===== config.mk =====
export PLATFORM = sky130hd
export DESIGN_NAME = hazard_scoreboard
export DESIGN_NICKNAME = d
export VERILOG_FILES = /design/src/rtl/hazard_scoreboard.sv
export SDC_FILE = /design/constraint.sdc
export NUM_CORES = 1
export LEC_CHECK = 0
export CAP_MARGIN = 20
export CORE_ASPECT_RATIO = 0.8
export CORE_UTILIZATION = 62
export DETAILED_ROUTE_END_ITERATION = 10
export GPL_TIMING_DRIVEN = 0
export PLACE_DENSITY_LB_ADDON = 0.15
export SYNTH_ARGS = -nofsm -noshare
export SYNTH_HDL_FRONTEND = slang
export SYNTH_SLANG_ARGS = --single-unit

===== constraint.sdc =====
create_clock -name CLK -period 9.4 [get_ports CLK]
set_input_delay 1.88 -clock CLK [delete_from_list [all_inputs] [get_ports CLK]]
set_output_delay 1.88 -clock CLK [all_outputs]
set_load 0.005 [all_outputs]

===== src/rtl/hazard_scoreboard.sv =====
// Per-register scoreboard of in-flight writes. Gates decode issue with a
// combinational stall and exports the pending-write vector. Fixed-latency
// ops count down per register; one variable-latency op completes on dhit.
module hazard_scoreboard #(
    parameter int NREG   = 32,
    parameter int REGW   = 5,
    parameter int NSRC   = 2,
    parameter int MAXLAT = 4,
    parameter int CNTW   = 3
) (
    input  logic                 CLK,
    input  logic                 RST,
    input  logic                 issue_valid,
    input  logic [NSRC*REGW-1:0] issue_rsel,
    input  logic [NSRC-1:0]      issue_ruse,
    input  logic                 issue_wen,
    input  logic [REGW-1:0]      issue_wsel,
    input  logic [CNTW-1:0]      issue_lat,
    input  logic                 flush,
    input  logic                 dhit,
    output logic                 stall,
    output logic                 issue_fire,
    output logic [NREG-1:0]      busy,
    output logic                 var_busy,
    output logic [REGW:0]        pend_count
);

    localparam logic [CNTW-1:0] MAXLAT_C = CNTW'(MAXLAT);
    localparam logic [CNTW-1:0] ONE_C    = CNTW'(1);

    // A nonzero counter marks a fixed-latency entry; variable entries keep cnt at 0.
    logic [NREG-1:0]            pend_q, pend_d;
    logic [NREG-1:0][CNTW-1:0]  cnt_q, cnt_d;
    logic                       var_busy_q, var_busy_d;
    logic [REGW-1:0]            var_reg_q, var_reg_d;
    logic [REGW:0]              pend_count_q, pend_count_d;

    logic [NREG-1:0]            comp;
    logic                       raw_haz, waw_haz, str_haz;
    logic                       wr_valid;

    assign busy       = pend_q;
    assign var_busy   = var_busy_q;
    assign pend_count = pend_count_q;
    assign wr_valid   = issue_wen && (issue_wsel != '0);

    // Registers whose pending write lands at the coming edge.
    always_comb begin
        comp = '0;
        for (int r = 0; r < NREG; r++) begin
            comp[r] = (pend_q[r] && (cnt_q[r] == ONE_C)) ||
                      (var_busy_q && (var_reg_q == REGW'(r)) && dhit);
        end
    end

    // Hazard detection; a completing register never stalls because its value is forwarded.
    always_comb begin
        raw_haz = 1'b0;
        for (int i = 0; i < NSRC; i++) begin
            if (issue_ruse[i] && pend_q[issue_rsel[i*REGW +: REGW]] &&
                !comp[issue_rsel[i*REGW +: REGW]]) begin
                raw_haz = 1'b1;
            end
        end
        waw_haz    = wr_valid && pend_q[issue_wsel] && !comp[issue_wsel];
        str_haz    = (issue_lat == '0) && var_busy_q && !dhit;
        stall      = issue_valid && (raw_haz || waw_haz || str_haz);
        issue_fire = issue_valid && !stall && !flush;
    end

    // Next scoreboard state: countdown, completions, then issue (issue wins).
    always_comb begin
        pend_d       = pend_q;
        cnt_d        = cnt_q;
        var_busy_d   = var_busy_q;
        var_reg_d    = var_reg_q;
        pend_count_d = '0;

        for (int r = 0; r < NREG; r++) begin
            if (pend_q[r] && (cnt_q[r] > ONE_C)) begin
                cnt_d[r] = cnt_q[r] - ONE_C;
            end else if (pend_q[r] && (cnt_q[r] == ONE_C)) begin
                pend_d[r] = 1'b0;
                cnt_d[r]  = '0;
            end
        end

        if (dhit && var_busy_q) begin
            pend_d[var_reg_q] = 1'b0;
            var_busy_d        = 1'b0;
        end

        if (issue_fire && wr_valid) begin
            pend_d[issue_wsel] = 1'b1;
            if (issue_lat != '0) begin
                cnt_d[issue_wsel] = (issue_lat > MAXLAT_C) ? MAXLAT_C : issue_lat;
            end else begin
                cnt_d[issue_wsel] = '0;
                var_busy_d        = 1'b1;
                var_reg_d         = issue_wsel;
            end
        end

        for (int r = 0; r < NREG; r++) begin
            pend_count_d = pend_count_d + (REGW+1)'(pend_d[r]);
        end
    end

    // State registers with synchronous reset overriding any in-flight op.
    always_ff @(posedge CLK) begin
        if (RST) begin
            pend_q       <= '0;
            cnt_q        <= '0;
            var_busy_q   <= 1'b0;
            var_reg_q    <= '0;
            pend_count_q <= '0;
        end else begin
            pend_q       <= pend_d;
            cnt_q        <= cnt_d;
            var_busy_q   <= var_busy_d;
            var_reg_q    <= var_reg_d;
            pend_count_q <= pend_count_d;
        end
    end

endmodule


# [Yosys cells after proc, flatten, opt, wreduce, memory -nomap -nowiden]
# Cells that the tools add are included.
[word_totals] reg_bits=140 out_inout_bits=41
[op_classes] add_sub_neg=63 magnitude_cmp=39 n_eq_ne=63 muxes=157 bitwise=6 reduce_logical=189
[ops] op="$mux 3" n=66
[ops] op="$mux 96" n=2
[ops] op="$add 6x1->6" n=26
[ops] op="$logic_and 1x1->1" n=144
[ops] op="$and 96x96->96" n=1
[ops] op="$bwmux 96" n=1
[ops] op="$eq 3x1->1 const B" n=32
[ops] op="$gt 3x1->1 const B" n=32
[ops] op="$not 96->96" n=1
[ops] op="$sub 3x1->3 const B" n=32
[ops] op="$eq 5x5->1 const B" n=16
[ops] op="$mux 1" n=77
[ops] op="$mux 32" n=2
[ops] op="$eq 5x4->1 const B" n=8
[ops] op="$logic_or 1x1->1" n=34
[ops] op="$and 32x32->32" n=1
[ops] op="$not 32->32" n=1
[ops] op="$or 32x32->32" n=1
[ops] op="$bmux 1 s5" n=6
[ops] op="$lt 5x6->1 const B" n=4
[ops] op="$eq 5x3->1 const B" n=4
[ops] op="$demux 3 s5" n=1
[ops] op="$demux 1 s5" n=2
[ops] op="$eq 5x2->1 const B" n=2
[ops] op="other kinds (15)" n=21

# [Logic depth before layout (Yosys ltp)]
# Gate-level depths: netlist (run 1).
[depth] depth_word=49 mapped_depth=29 mapped_depth_nobuf=27

# [Worst setup path after synthesis (run 1)]
# Ideal clock, no wire load.
[synth_path] path_type="input-to-reg" startpoint="input port issue_rsel[5]" endpoint="register pend_count_q[5] (netlist: pend_count[5])" setup_time_ns=0.130 arrival_ns=8.417 required_ns=9.270 slack_ns=0.853 path_stages=26 path_buffers=2 path_cell_list="clkbuf_1 > mux4_2 > mux2_2 > o41ai_1 > and4b_1 > a2111oi_2 > a311oi_1 > a211oi_2 > buf_4 > nand4_2 > and2_1 > fa_1 > fa_1 > fa_1 > inv_1 > fa_1 > fa_1 > inv_1 > fa_1 > inv_1 > ha_1 > a21o_1 > a21oi_1 > inv_1 > a21oi_1 > nor3b_1"
[synth_between] elab_chain_len=44 elab_cells_between_ends=47 classes_between="add/sub: 31; mux: 6; reduce/logical: 10"
[synth_lines] item="start, declared" line_no="14" rtl="input logic [NSRC*REGW-1:0] issue_rsel,"
[synth_lines] item="$bmux 1 s5, on equally long branches" line_no="60, 61"
[synth_lines] item="$mux 1, on equally long branches" line_no="60, 61"
[synth_lines] item="$logic_and 1x1->1 or $logic_not 1->1 (tied branches)" line_no="60, 61"
[synth_lines] item="$logic_and 1x1->1 *" line_no="60" rtl="if (issue_ruse[i] && pend_q[issue_rsel[i*REGW +: REGW]] &&"
[synth_lines] item="$mux 1 *" line_no="60"
[synth_lines] item="$logic_or 1x1->1 * (2 in a row)" line_no="67" rtl="stall = issue_valid && (raw_haz || waw_haz || str_haz);"
[synth_lines] item="$logic_and 1x1->1 *" line_no="67"
[synth_lines] item="$logic_not 1->1 *" line_no="68" rtl="issue_fire = issue_valid && !stall && !flush;"
[synth_lines] item="(+3 left out)"
[synth_lines] item="$mux 32 *" line_no="93" rtl="if (issue_fire && wr_valid) begin"
[synth_lines] item="$add 1x1->2" line_no="105" rtl="pend_count_d = pend_count_d + (REGW+1)'(pend_d[r]);"
[synth_lines] item="$add 2x1->3" line_no="105"
[synth_lines] item="$add 3x1->4" line_no="105"
[synth_lines] item="$add 4x1->5" line_no="105"
[synth_lines] item="$add 5x1->6" line_no="105"
[synth_lines] item="$add 6x1->6 (25 in a row)" line_no="105"
[synth_lines] item="$add 6x1->6 *" line_no="105"
[synth_lines] item="end signal, assigned" line_no="122" rtl="pend_count_q <= pend_count_d;"
[synth_lines] item="end, declared" line_no="36" rtl="logic [REGW:0] pend_count_q, pend_count_d;"
# Every way passes the cells marked *; elsewhere a longest branch is shown, timed or not. The select of a mux whose other input is x is not followed.
# A chain may end at the register's enable or synchronous reset.

# [Final worst setup path (run 1)]
[layout_path] startpoint="input port issue_wsel[1]" endpoint="register pend_count_q[4] (netlist: pend_count[4])"
[layout_between] elab_chain_len=43 elab_cells_between_ends=54 classes_between="add/sub: 31; order compare: 2; mux: 7; bitwise: 1; reduce/logical: 13"
[layout_lines] item="start, declared" line_no="17" rtl="input logic [REGW-1:0] issue_wsel,"
[layout_lines] item="$bmux 1 s5 or $reduce_bool 5->1 (tied branches)" line_no="65, 45"
[layout_lines] item="$mux 1 (not written as such) or $logic_and 1x1->1 (tied branches)" line_no="65, 45"
[layout_lines] item="$logic_and 1x1->1 or $logic_not 1->1 (tied branches)" line_no="65" rtl="waw_haz = wr_valid && pend_q[issue_wsel] && !comp[issue_wsel];"
[layout_lines] item="$logic_and 1x1->1" line_no="65"
[layout_lines] item="$logic_or 1x1->1 (2 in a row)" line_no="67"
[layout_lines] item="$logic_and 1x1->1" line_no="67"
[layout_lines] item="$logic_not 1->1" line_no="68"
[layout_lines] item="$logic_and 1x1->1 (2 in a row)" line_no="68"
[layout_lines] item="$logic_and 1x1->1" line_no="93"
[layout_lines] item="$mux 32 *" line_no="93"
[layout_lines] item="$add 1x1->2" line_no="105"
[layout_lines] item="$add 2x1->3" line_no="105"
[layout_lines] item="$add 3x1->4" line_no="105"
[layout_lines] item="$add 4x1->5" line_no="105"
[layout_lines] item="$add 5x1->6" line_no="105"
[layout_lines] item="$add 6x1->6 (25 in a row)" line_no="105"
[layout_lines] item="$add 6x1->6 *" line_no="105"
# Marked as above.

==> results of run 1 <==
worst paths after layout:
| check | start | end | slack, ns | cells after the start |
|---|---|---|---|---|
| worst max-delay path | issue_wsel[1] | pend_count[4] | 0.17 | 28 |
| worst min-delay path | cnt_q[2] | cnt_q[2] | 0.54 | 2 |
| worst max register to register | var_reg_q[3] | pend_count[4] | 1.26 | 26 |
| worst min register to register | cnt_q[2] | cnt_q[2] | 0.54 | 2 |
per-layer routing:
layer	vias to the layer above	part of all wire
li1	5303	-
met1	5726	0.41
met2	751	0.43
met3	135	0.13
met4	0	0.042
met5	-	0
worst max-delay path, delay by kind of cell:
kind | cells | cell delay (ns)
xor+xnor | 1 | 0.18
compound gates | 6 | 1.30
fa+ha+maj | 8 | 3.61
mux | 1 | 0.41
simple gates | 5 | 0.72
buf+inv | 7 | 1.43
report_power, final:
group / leakage, nW / internal (mW) / switching [mW]
clock network: 0.268 / 0.376 / 0.301
registers: 1.13 / 0.595 / 0.00136
logic: 4.23 / 0.0463 / 0.0919
through the flow:
stage	total power, mW	util	setup TNS (ns)	setup WS, ns
finish	1.411	0.7278	0	0.1716
global route	1.435	0.7278	-0.008010	-0.008010
CTS	1.397	0.7152	0	0.001574
detailed placement	0.7316	0.6818	-2.706	-0.7031
global placement	0.7320	0.6818	-2.438	-0.6225
floorplan	0.6795	-	0	0.8533
sequential cells by signal, summed over array words and instances (netlist names):
register	count
busy	32
cnt_q	96
var_busy	1
var_reg_q	5
pend_count	6
area by class of cell:
class / instances / area (µm²)
repair buffers: 87 / 818.3
clock buffers: 19 / 442.9
fillers: 1512 / 5149
multi-input cells: 1046 / 8282
clock inverters: 13 / 130.1
well taps: 258 / 322.8
plain buffers: 98 / 456.7
inverters: 137 / 514.2
flip-flops and latches: 140 / 2803
logic make-up (layout without fill, tap and decap cells):
kind of cell	count (synthesis)	in the layout	share of synthesized area
muxes	172	172	0.1730
and+or+nand+nor	460	460	0.2193
DFF	140	140	0.2342
AOI/OAI and AO/OA	315	315	0.1780
xor gates and xnor gates	4	4	0.002928
adders and majority gates	95	95	0.1144
buffers and inverters	239	354	0.07822
cell usage after synthesis, types with 5 or more instances:
cell type | instances | area, µm²
a21o_1 | 5 | 37.54
nor3_1 | 23 | 115.1
fa_1 | 24 | 480.5
nand4_4 | 9 | 191.4
o21ai_0 | 45 | 225.2
mux2_1 | 60 | 675.7
nand2_1 | 102 | 382.9
mux2i_1 | 83 | 830.8
o211ai_1 | 8 | 60.06
mux2_2 | 8 | 90.09
nand4_1 | 6 | 37.54
and3b_1 | 5 | 43.79
a31oi_1 | 5 | 31.28
o221ai_1 | 5 | 43.79
inv_1 | 137 | 514.2
and2_1 | 26 | 162.7
ha_1 | 71 | 888.4
a32oi_1 | 12 | 105.1
dfxtp_1 | 140 | 2803
nor4_1 | 5 | 31.28
a32o_1 | 5 | 50.05
nand3_1 | 26 | 130.1
buf_1 | 9 | 33.78
buf_2 | 16 | 80.08
nand2b_1 | 56 | 350.3
a21oi_1 | 112 | 560.5
a2111oi_0 | 33 | 289.0
nor2_1 | 120 | 450.4
a221o_1 | 22 | 220.2
a22oi_1 | 9 | 67.56
o22ai_1 | 14 | 87.58
mux4_2 | 21 | 473.0
clkbuf_1 | 73 | 274.0
nor2b_1 | 19 | 118.9
nand3b_1 | 16 | 120.1
nand4_2 | 19 | 237.7
a211oi_1 | 8 | 60.06
timing repair:
item / 4_1_cts / 5_1_grt
buffers inserted: 6 / 19
pin swaps: 3 / 3
setup endpoints to repair: 4 / 5
hold buffers: 0 / 0
gates resized for setup: 10 / 41
==> results.md, run 1 <==
* Post-synth EDFFs at 0
* Global-route wire length before repair at between 60,000 and 70,000 µm
* Setup crit end kind: flop
* Worst Hold Class: reg -> reg
* Top fanout value on the critical path at 10
* Design area at 13,770 µm²
* Remaining antenna violation count at 0
* Yosys cell types at 74
* Cell mode on critical path: fa_1
* Clock slew at reported path FFs at 0.07 ns
* Final Skew at between 0.01 and 0.015 ns
* Hpwl dp at 31,010 µm
* IO buf count at 61
* Highest-count cells in the layout ignoring fill and taps: dfxtp_1, inv_1, nor2_1
* CTS tree: done
* Register area share after synthesis at 0.2342
* Final min period at around 9.2 ns
* RePlAce Congestion at 1.048
* Fin. Hold Viols at 0
* Most common cell after layout, fill and taps aside: dfxtp_1
* Final Setup Violations at 0
* Ant diodes at 0
* Critical-path cell with the highest stage delay: fa_2
* Clk root buf: clkbuf_16
* Net count of the mapped netlist at 1,546
* CP Launch Type: primary input
* Die Height at 126.3 µm
* M3 GR Usage at 0.1294
* Vias per inst at 6.627
* Drt first-iter violations at 1,417
* Drt first pass iters at 6
* Vias at 11,915
* Main flop type after synthesis: dfxtp_1
* Final WL at 41,630 µm
* CTS Buffer Depth at 2
* Worst Hold Margin at 0.5414 ns
* Crit path kind: in -> reg
* Cell Pwr Density at 102.5 nW/µm²
* Finished Layout Cells at 1,798
* Post-route DRC at 0
* Status: completed
* Initial antenna violation count at 0
* Max IR drop VDD at approximately 0.079 mV
* Largest net degree at the start of global routing at 17
* M2 GR Usage at 0.6265
* Total die area at approximately 20,000 µm²
* Placed instance area at 12,900 µm²
* GR Util All Layers at 0.4226
* Critical Path RT at a little under 10 ns
* H-tree Lvls at 4
* Io pins at 67
* Max Slew Vio Count at 0
* Post-synth ARST share at 0
* Relative slew slack at 0.2520
* Clock buffer count from CTS at 17
* Die Width at between 150 and 200 µm
* Max stage delay on crit path at ~0.64 ns
* Total congestion overflow at 0
* Warnings, synthesis at 0
* Worst Path Arrival at 9.54 ns
* Least-Margin Pin Slew at 1.122 ns
* Routed length per instance at 23.15 µm
* Mean Syn Cell Area at approximately 8.4 µm²
* Starting Density at 0.6325
* Mapped Area at 11,970 µm²
* Area growth syn-to-layout at 15.08%
* Max cap viols at 0
* Grt met1 use at 0.5660
* #FFs+latches synth at 140
* Row count at 45
* GRT busiest layer: met2
* Static leakage at between 5 and 6 nW
* Layout cell share with drive strength beyond 1 at 0.1104
* Core ar. at 18,920 µm²
* Max Fclk at 108.4 MHz
* Nets at about 1,600
* CTS sink cnt at 140
* Vias in the first global route at 10,786
* Worst-skew pair later-pin latency at approximately 0.44 ns
* Post-Place Cells at about 1,700
* Syn Inst Count at 1,425
* Fin crit share at 0.9817
No activity file was read; power rests on OpenSTA's default activity.
==> run 2, diff against run 1 <==
Settings changed: GPL_TIMING_DRIVEN 0 to default.
==> run 2 against run 1 <==
Cell area decreased by 0.29%. Critical endpoint is now pend_count[5]. Highest routed layer is now met5. Combinational power decreased by 10%. Core utilization decreased by 0.21 points. Register-to-register slack improved by 0.16 ns. Fmax increased by 1.5%. Routed wire length decreased by 11%.
==> results.md, run 2 (same netlist as run 1, synthesis figures left out) <==
* Hpwl dp at 27,260 µm
* Final min period at 9.088 ns
* Cts repair resizes at 0
* Vias per inst at 6.443
* RePlAce Congestion at roughly 1.1
* CTS Buffer Depth at 2
* Setup crit end kind: flop
* H-tree Lvls at 4
* Core ar. at approximately 19,000 µm²
* Critical Path RT at 9.69 ns
* CTS sink cnt at 140
* Max cap viols at 0
* Global-route wire length before repair at 58,540 µm
* Row count at 45
* Max IR drop VDD at 0.09815 mV
* Worst-skew pair later-pin latency at 0.44 ns
* Drt first-iter violations at around 1,400
* Nets at 1,596
* Layout cell share with drive strength beyond 1 at 0.1163
* Routed length per instance at 21.30 µm
* Filler cell count at between 1,000 and 1,500
* Io pins at 67
* Hold buffers post-CTS at 0
* Total die area at 19,860 µm²
* Ant diodes at 0
* Post-route DRC at 0
* Final Setup Violations at 0
* Most flop-heavy register: cnt_q
* Highest-count cells in the layout ignoring fill and taps: dfxtp_1, inv_1, nor2_1
* Clock slew at reported path FFs at 0.06 ns
* Vias at between 10,000 and 15,000
* Clk root buf: clkbuf_16
* Crit path kind: in -> reg
* Setup TNS at 0 ns
* Final WL at roughly 37,000 µm
* Starting Density at 0.6325
* Fin. Hold Viols at 0
* Largest net degree at the start of global routing at 80
* Pwr Total at 1.419 mW
* CTS tree: done
* Total congestion overflow at 0
* Die Height at 126.3 µm
* CP Launch Type: primary input
* Area of the multi-input gates at slightly above 8000 µm²
* Clock buffer count from CTS at 17
* Setup bufs post-CTS at 0
* Area growth syn-to-layout at 14.74%
* Worst Hold Class: reg -> reg
* IO buf count at 66
* Cell Pwr Density at approximately 100 nW/µm²
* Static leakage at approximately 5.6 nW
* Max Fclk at 110.0 MHz
* Final Skew at 0.01121 ns
* Die Width at 157.3 µm
* Drt first pass iters at 5
* Worst Path Arrival at between 9 and 10 ns
* Relative slew slack at 0.4070
* Max Slew Vio Count at 0
* Most common cell after layout, fill and taps aside: dfxtp_1
* Vias in the first global route at around 11,000
* GR Util All Layers at 0.3865
* Register Area at 2803 µm²
* Fin crit share at 0.9668
* RSZ-0062 raised after global routing: false
* Max reg flops at 96
* Status: completed
* Top fanout value on the critical path at 17
* Remaining antenna violation count at 0
* Least-Margin Pin Slew at around 0.9 ns
* Initial antenna violation count at 1
## run 2: cell types whose count changed in the layout (fill, tap and decap cells not counted), moves of 5 or more
cell / previous run / this run
clkbuf_2: 10 / 0
clkdlybuf4s50_1: 59 / 64
buf_6: 6 / 0
buf_2: 10 / 1
buf_4: 28 / 63
buf_12: 0 / 5
clkbuf_1: 61 / 0
buf_1: 7 / 0
## run 2: worst paths after layout
check	cells past startpoint	slack [ns]	from	end
hold reg to reg	2	0.55	cnt_q[2]	cnt_q[2]
hold / removal	2	0.55	cnt_q[2]	cnt_q[2]
setup / recovery	28	0.31	dhit	pend_count[5]
setup reg to reg	25	1.42	var_reg_q[3]	pend_count[5]
## run 2: power breakdown
part	switching [mW]	leakage (nW)	internal, mW	total [mW]
Sequential	0.00304	1.13	0.595	0.598
Combinational	0.0769	4.22	0.0468	0.124
Clock	0.287	0.288	0.410	0.697
Total	0.367	5.63	1.05	1.42
## run 2: cell type report
| class | instances | area share |
|---|---|---|
| multi-input combinational | 1046 | 0.6020 |
| clock inverter | 13 | 0.01112 |
| inverter | 137 | 0.03746 |
| tap | 258 | 0.02351 |
| sequential | 140 | 0.2041 |
| clock buffer | 19 | 0.03299 |
| timing repair buffer | 133 | 0.08876 |
## run 2: per-layer routing
layer	global-route usage	vias up	share of wire
met4	0.1302	2	0.025
met3	0.1105	81	0.11
met1	0.5293	5393	0.43
li1	-	5196	-
met5	0	-	0.00035
met2	0.5809	577	0.43
## run 2: worst max-delay path: stages
cell and delay [ns]:
clkdlybuf4s50_1 0.54, and4b_1 0.49, a32o_1 0.37, nor2b_1 0.15, o311ai_0 0.37, nand4_1 0.15, nor4_1 0.29, buf_4 0.17
a211oi_4 0.04, buf_12 0.22, and4_1 0.20, or2_1 0.26, fa_1 0.54, inv_1 0.05, fa_1 0.40, inv_1 0.09
fa_1 0.44, fa_1 0.51, fa_1 0.56, inv_1 0.07, fa_1 0.57, inv_1 0.06, ha_1 0.28, a21o_1 0.15
a21oi_1 0.24, inv_1 0.07, a21oi_1 0.16, nor3b_1 0.07
## run 2: through the flow
step / util / setup WS [ns] / hold slack (ns) / area (µm²) / instances
2_1_floorplan: - / 0.8533 / 0.4950 / 11970 / 1425
3_3_place_gp: 0.6937 / 0.1872 / 0.5299 / 13120 / 1714
3_5_place_dp: 0.6937 / 0.04313 / 0.5356 / 13120 / 1714
4_1_cts: 0.7257 / 0.4269 / 0.5537 / 13730 / 1746
5_1_grt: 0.7257 / 0.04096 / 0.6250 / 13730 / 1746
6_report: 0.7257 / 0.3117 / 0.5501 / 13730 / 1746
==> run 3, diff against run 2 <==
Settings changed: CORE_MARGIN from default to 3, CORE_UTILIZATION 62 to 56, PLACE_DENSITY from default to 0.85, PLACE_DENSITY_LB_ADDON 0.15 to default.
Clock period 9.4 ns to 8.05 ns, I/O delays scaled along.
==> run 3 against run 2 <==
The run now ends with design-rule violations, negative setup slack left. Clock power grew 20%. Via count grew 14%. Critical path depth grew 1. Cell area grew 15%. Sequential power grew 17%. Core utilization grew 3.2 points. Register-to-register slack lost 1.5 ns. Clock skew grew 0.00073 ns. Setup slack lost 0.43 ns. Sequential share of layout area shrank 2.6 points. Non-clock buffer count grew 162. Largest power group unchanged.
==> results.md, run 3 (same netlist as run 1, synthesis figures left out) <==
* Cell mode on critical path: fa_1
* Final min period at 8.166 ns
* R2R Path End: pend_count[4]
* Failing checks: design-rule violations, negative setup slack
* Setup crit end kind: flop
* Final Setup Violations at 5
* Worst Hold Margin at 0.5780 ns
* Layout cell share with drive strength beyond 1 at 0.2479
* Highest-count cells in the layout ignoring fill and taps: buf_4, dfxtp_1, inv_1
* CTS Buffer Depth at 2
* CP Launch Type: primary input
* Post-route DRC at 3
* Hold buffers post-CTS at 0
* Remaining antenna violation count at 0
* Critical-path cell with the highest stage delay: fa_2
* Final WL at 45,540 µm
* Max reg flops at 96
* Total die area at about 23,000 µm²
* Post-Place Cells at 1,824
* Ant diodes at 0
* Least-Margin Pin Slew at just over 1 ns
* Placed instance area at 14,020 µm²
* WP buf/inv at 9
* Finished Layout Cells at 1,919
* IO buf count at between 60 and 70
* Total congestion overflow at 0
* Most flop-heavy register: cnt_q
* Global-route wire length before repair at 67,790 µm
* Clk root buf: clkbuf_16
* Area growth syn-to-layout at 31.81%
* R2r startpoint: var_reg_q[3]
* Max IR drop VDD at approximately 0.11 mV
* H-tree Lvls at 4
* Row count at 47
* Crit path kind: in -> reg
* Drt first-iter violations at 1,728
* Most common cell after layout, fill and taps aside: buf_4
* Routed length per instance at ~24 µm
* Vias at 12,828
* CTS tree: done
* Die Height at about 140 µm
* RSZ-0062 raised after global routing: true
* Status: finished, violations left
* GR Util All Layers at 0.3776
* Worst-skew pair later-pin latency at around 0.44 ns
* Starting Density at 0.5748
* RePlAce Congestion at 1.092
* Clock slew at reported path FFs at 0.06 ns
* Hold Path Stages at 2
* Relative slew slack at 0.3094
* Max Slew Vio Count at 0
* Max stage delay on crit path at between 0.6 and 0.7 ns
* Static leakage at 6.505 nW
* Die Width at between 150 and 200 µm
* Critical Path RT at 8.34 ns
* R2R setup slack at -0.04 ns
* Fin. Hold Viols at 0
* CP top delay family: adder cells
* Core ar. at around 21,000 µm²
* Max cap viols at 0
* Io pins at 67
* CTS sink cnt at 140
* Top fanout value on the critical path at 15
* Largest net degree at the start of global routing at 82
* Worst Path Arrival at between 8 and 9 ns
* Hpwl dp at 30,700 µm
* Final setup margin at -0.1156 ns
* Drt first pass iters at 11
* Fin crit share at 1.014
* Hold endpoint: cnt_q[2]
* Cell Pwr Density at 110.2 nW/µm²
* Worst Hold Class: reg -> reg
* Vias in the first global route at around 12,000
* Hold path start: cnt_q[2]
* Clock buffer count from CTS at 17
* Nets at 1,758
* Design area at 15,770 µm²
* Max Fclk at 122.5 MHz
* Vias per inst at 6.685
* Final Skew at 0.01194 ns
* Initial antenna violation count at 2
* Final core occ at 0.7576
* R2R depth at 27
## run 3: changes by cell type in the layout (fill, tap and decap cells not counted), moves of 6 or more
cell | before | now
clkdlybuf4s50_1 | 64 | 55
buf_4 | 63 | 192
nand2_1 | 102 | 91
nand2_2 | 0 | 9
buf_6 | 0 | 15
inv_2 | 0 | 6
inv_1 | 137 | 131
buf_12 | 5 | 19
a32oi_1 | 12 | 4
## run 3: worst min-delay path: cells and delay by family (launching register included)
kind / cells / cell delay (ns)
and+or+nand+nor: 1 / 0.04
DFF: 1 / 0.34
xor gates and xnor gates: 1 / 0.16
## run 3: worst max path at each step
stage	to	slack, ns	from	depth (start not counted)
floorplan	pend_count[4]	0.004	issue_rsel[5]	26
global placement	pend_count[4]	-0.92	dhit	29
detailed placement	pend_count[4]	-1.07	dhit	29
CTS	pend_count[4]	-0.07	issue_rsel[5]	27
global route	pend_count[4]	-0.28	issue_rsel[6]	30
finish	pend_count[4]	-0.12	issue_wsel[1]	29
## run 3: final cells by class
| class | count | area, µm² |
|---|---|---|
| clock inverter | 12 | 162.7 |
| timing repair buffer | 295 | 2743 |
| tap | 269 | 336.6 |
| clock buffer | 20 | 446.7 |
| multi-input combinational | 1046 | 8766 |
| inverter | 137 | 514.2 |
| sequential | 140 | 2803 |
| fill | 1385 | 5046 |
## run 3: per-layer routing
| layer | wire (µm) | vias up | global-route usage |
|---|---|---|---|
| li1 | - | 5525 | - |
| met1 | 17260 | 6077 | 0.4881 |
| met2 | 19660 | 976 | 0.5942 |
| met3 | 6279 | 248 | 0.1175 |
| met4 | 2319 | 2 | 0.1462 |
| met5 | 13 | - | 0 |
## run 3: what timing repair did
item | CTS | global route
pin swaps | 28 | 47
cloned | 4 | 0
endpoints found under the setup margin | 5 | 9
setup buffers | 48 | 20
gates resized for setup | 55 | 91
hold endpoints to repair | 0 | 0
## run 3: power by group
part           internal [mW]  leakage (nW)  switching [mW]
Combinational         0.0903          5.09           0.115
Clock                  0.499         0.291           0.336
Sequential             0.695          1.13         0.00361
Total                   1.28          6.51           0.454
## run 3: stage by stage
stage,power (mW),TNS [ns],worst slack (ns)
6_report,1.738,-0.3565,-0.1156
4_1_cts,1.715,-0.07074,-0.07074
2_1_floorplan,0.7942,0,0.004272
3_3_place_gp,0.8797,-4.479,-0.9167
5_1_grt,1.769,-0.8890,-0.2795
3_5_place_dp,0.8810,-5.270,-1.068
